**config.mk**
```make
export PLATFORM = sky130hd
export DESIGN_NAME = piso_tx_sequencer
export DESIGN_NICKNAME = d
export VERILOG_FILES = /design/src/rtl/piso_tx_sequencer.sv
export SDC_FILE = /design/constraint.sdc
export NUM_CORES = 1
export LEC_CHECK = 0
export ABC_AREA = 0
export CAP_MARGIN = 20
export CORE_AREA = 2 2 39 41
export DETAILED_ROUTE_END_ITERATION = 16
export DIE_AREA = 0 0 41 43
export MAX_ROUTING_LAYER = met4
export PLACE_DENSITY = 0.68
export SYNTH_ARGS = -nofsm -noshare
export SYNTH_HDL_FRONTEND = slang
export SYNTH_SLANG_ARGS = --single-unit
```
**constraint.sdc**
```tcl
create_clock -name clk_i -period 1.6 [get_ports clk_i]
set_input_delay 0.32 -clock clk_i [delete_from_list [all_inputs] [get_ports clk_i]]
set_output_delay 0.32 -clock clk_i [all_outputs]
set_load 0.05 [all_outputs]
```
**src/rtl/piso_tx_sequencer.sv**
```systemverilog
// Sequences an external PISO shift register as a timed serial transmitter:
// accepts words on valid/ready, holds each bit CLKS_PER_BIT cycles, supports gapless words.
module piso_tx_sequencer #(
    parameter int unsigned WIDTH        = 8,
    parameter int unsigned CLKS_PER_BIT = 4,
    parameter bit          COVER        = 1'b0
) (
    input  logic                                         clk_i,
    input  logic                                         rst_i,
    input  logic [WIDTH-1:0]                             data_i,
    input  logic                                         valid_i,
    output logic                                         ready_o,
    output logic                                         set_o,
    output logic [WIDTH-1:0]                             value_o,
    output logic                                         advance_o,
    output logic                                         bit_strobe_o,
    output logic [((WIDTH > 1) ? $clog2(WIDTH) : 1)-1:0] bit_index_o,
    output logic                                         busy_o,
    output logic                                         done_o
);

    localparam int unsigned IdxW = (WIDTH > 1) ? $clog2(WIDTH) : 1;
    localparam int unsigned DivW = (CLKS_PER_BIT > 1) ? $clog2(CLKS_PER_BIT) : 1;

    localparam logic [DivW-1:0] DivLast = DivW'(CLKS_PER_BIT - 1);
    localparam logic [IdxW-1:0] IdxLast = IdxW'(WIDTH - 1);

    typedef enum logic [0:0] {StIdle, StShift} state_e;

    state_e          state_q;
    logic [DivW-1:0] div_q;
    logic [IdxW-1:0] idx_q;

    logic div_wrap;
    logic last_bit;

    assign div_wrap = (div_q == DivLast);
    assign last_bit = (idx_q == IdxLast);

    assign busy_o       = (state_q == StShift);
    // The final cycle of a word may accept the next one so bit 0 follows without a gap.
    assign ready_o      = !rst_i && (!busy_o || (div_wrap && last_bit));
    assign set_o        = valid_i && ready_o;
    assign value_o      = data_i;
    assign advance_o    = busy_o && div_wrap && !last_bit;
    assign done_o       = busy_o && div_wrap && last_bit;
    assign bit_strobe_o = busy_o && (div_q == '0);
    assign bit_index_o  = idx_q;

    always_ff @(posedge clk_i) begin
        if (rst_i) begin
            state_q <= StIdle;
            div_q   <= '0;
            idx_q   <= '0;
        end else if (set_o) begin
            state_q <= StShift;
            div_q   <= '0;
            idx_q   <= '0;
        end else begin
            unique case (state_q)
                StIdle: begin
                    div_q <= '0;
                    idx_q <= '0;
                end
                StShift: begin
                    if (div_wrap) begin
                        div_q <= '0;
                        if (last_bit) begin
                            state_q <= StIdle;
                            idx_q   <= '0;
                        end else begin
                            idx_q <= idx_q + 1'b1;
                        end
                    end else begin
                        div_q <= div_q + 1'b1;
                    end
                end
                default: state_q <= StIdle;
            endcase
        end
    end

    if (COVER) begin : g_cover
        cover property (@(posedge clk_i) disable iff (rst_i) done_o && set_o);
        cover property (@(posedge clk_i) disable iff (rst_i) done_o && !set_o);
    end

endmodule

```
==> impl_metrics.toml <==
[placed_design]
port_buffers = 11
postPlaceCellArea_um2 = 548
place_inst = 65
gp_congestion = 0.724
hpwl_um = 575

[synth]
syn_inst = 44
yosysTopAreaCell = "dfxtp_1"
ys_top_cells_by_area = "dfxtp_1, buf_4, ha_1"
yosysWarningCount = 0
yosysTopAreaCellShare_pct = 33.0
syn-num-nets = 59
synthesis.area_um2 = 364
ys_ff_latch = 6
synth_cell_types = 16
syn_area_per_cell_um2 = 8.27
ys_seq_area_share_pct = 33.0

[outcome]
violations = "negative setup slack"
status = "finished, violations left"

[timing]
drv_slew = 0
layout_worst_path_cycle_share_pct = 108
fin_crit_ns = 1.74
hold_ws_ns = 0.461
post-route-worst-setup-slack_ns = -0.136
hold_violations = 0
fmax_ghz = 0.576
tightest_slew_ns = 0.199
relSlewSlack_pct = 86.7
rsz0062_at_grt = "yes"
clock_skew_ns = 0.00278
setup_violations = 4

[floorplan]
fp.dieW_um = 41
rows = 14
initial_core_util_pct = 26.3
die_area_mm2 = 0.00176
die_y_um = 43
ios = 28
core_mm2 = 0.00138

[power]
vdd_drop_max_mv = 0.298
p_switching_uw = 111
pwr-share-seq_pct = 38.4
finalPower_uw = 396
powerDensity_mw_per_mm2 = 631
leakagePower_uw = 0.000249
combPwrFrac_pct = 24.1
p_int_uw = 285
pwr-share-clk_pct = 37.5
swShare_pct = 28.1

[cells_and_area]
final_cell_area_um2 = 628
final_cell_mix = "buf_4, buf_12, nand2_1"
multiInputGateArea_um2 = 225
stdcell_count = 71
diodes = 0
seq_area_um2 = 129
post-route-util_pct = 45.4
mostFrequentLayoutCell = "buf_4"
final_layout_size_suffix_gt1_share_pct = 52.7
area_delta_synth_final_pct = 72.5
nNetsFinal = 72
fillers = 139

[worst_setup_path]
rrSetupSlack_ns = 0.40
cp-end-kind = "output pin"
critical_path_class = "reg2out"
worst_setup_path_start_kind = "flop"
r2r_end = "bit_index_o[0]$_SDFFE_PP0P_"
r2r_cells = 6
worstPathRequired_ns = 1.28
crit_fanout = 2
reg2reg_from = "bit_index_o[0]$_SDFFE_PP0P_"
worst-endpoint-arrival_ns = 1.42

[cts]
cts_buffers = 3
clk_path_buf_depth = 2
cts_root_buf = "clkbuf_4"
insertion_delay_ns = 0.25
postCtsHoldBufs = 0
clock_sinks = 6
path_clk_slew_ns = 0.05
htreeDepth = 1
cts_tree = "done"

[detailed_routing]
wl_per_cell_um = 10.8
drc = 0
dr_total_vias = 316
drtIter0Drc = 0
wl_um = 767
first_pass_iters = 1
via_per_inst = 4.45
antenna_left = 0

[hold_path]
hold_end = "div_q[0]$_SDFF_PP0_"
holdPathStages = 1
hold_start = "div_q[0]$_SDFF_PP0_"
hold_class = "reg2reg"

[run]
max_cap_viol_count = 0

[global_route]
grt_max_degree = 6
grt_first_pass_wirelength_um = 1300
grt_pass1_vias = 315
grt_use_total_pct = 11.6
grt-ovfl-total = 0
antenna_found_initial = 0
## cell usage after synthesis
| cell type | n |
|---|---|
| nor2_1 | 5 |
| buf_4 | 8 |
| ha_1 | 4 |
| a21boi_2 | 1 |
| nor3_1 | 1 |
| buf_2 | 1 |
| inv_1 | 3 |
| nand3_1 | 1 |
| nand2_1 | 4 |
| nand3b_1 | 1 |
| and3_1 | 1 |
| nor3b_1 | 2 |
| dfxtp_1 | 6 |
| a21oi_1 | 3 |
| nand2b_1 | 1 |
| and2_1 | 2 |
## flip-flops by register name, indices dropped and copies added (netlist names)
signal and count:
busy_o 1, div_q 2, bit_index_o 3
## how the worst max path moves through the flow
stage	end	start	slack, ns
2_1_floorplan	set_o	bit_index_o[0]$_SDFFE_PP0P_	-0.14
3_3_place_gp	set_o	bit_index_o[0]$_SDFFE_PP0P_	0.07
3_5_place_dp	set_o	rst_i	0.05
4_1_cts	set_o	bit_index_o[1]$_SDFFE_PP0P_	-0.14
5_1_grt	set_o	bit_index_o[1]$_SDFFE_PP0P_	-0.18
6_report	set_o	bit_index_o[0]$_SDFFE_PP0P_	-0.14
## final cells by class
type | instances | share of cell area (%)
multi-input cells | 26 | 35.9
repair buffers | 17 | 35.1
flip-flops and latches | 6 | 20.5
clock buffers | 3 | 3.59
well taps | 16 | 3.19
inverters | 3 | 1.79
## worst max-delay path: stages, from the launching register on
cell and delay, ns:
dfxtp_4 0.35, ha_4 0.16, ha_4 0.16, a21boi_4 0.16, nor2_4 0.06, and2_4 0.14
buf_12 0.14
## through the flow
step	TNS, ns	setup slack (ns)
2_1_floorplan	-0.281	-0.142
3_3_place_gp	0	0.0741
3_5_place_dp	0	0.0498
4_1_cts	-0.414	-0.141
5_1_grt	-0.554	-0.179
6_report	-0.389	-0.136
## routing by layer
metal / up-vias / GRT usage [%] / wire length [µm] / share of wire [%]
li1: 156 / - / - / -
met1: 147 / 12.6 / 315 / 41
met2: 11 / 17.2 / 384 / 50
met3: 2 / 6.81 / 60 / 7.8
met4: 0 / 4.00 / 6 / 0.78
met5: - / - / 0 / 0
## power by group through the flow
stage | clock network (µW) | registers, µW | logic (µW)
CTS | 152 | 152 | 96.5
floorplan | 0 | 162 | 88.0
detailed placement | 0 | 155 | 86.5
global placement | 0 | 155 | 85.4
global route | 160 | 153 | 99.7
finish | 149 | 152 | 95.3
## what timing repair did
item,in CTS,in global routing
resized for setup,5,0
endpoints found under the setup margin,4,4
pin swaps,5,0
buffers inserted,3,0
## kinds of logic (layout without fill, tap and decap cells)
group                    count (synthesis)  after routing  share of synthesized area [%]
AO/OA/AOI/OAI                            4              4                           7.22
adder cells (fa/ha/maj)                  4              4                           13.7
buffers and inverters                   12             23                           21.0
flip-flops                               6              6                           33.0
AND/OR/NAND/NOR                         18             18                           25.1
Power figures use the tool's default switching activity.
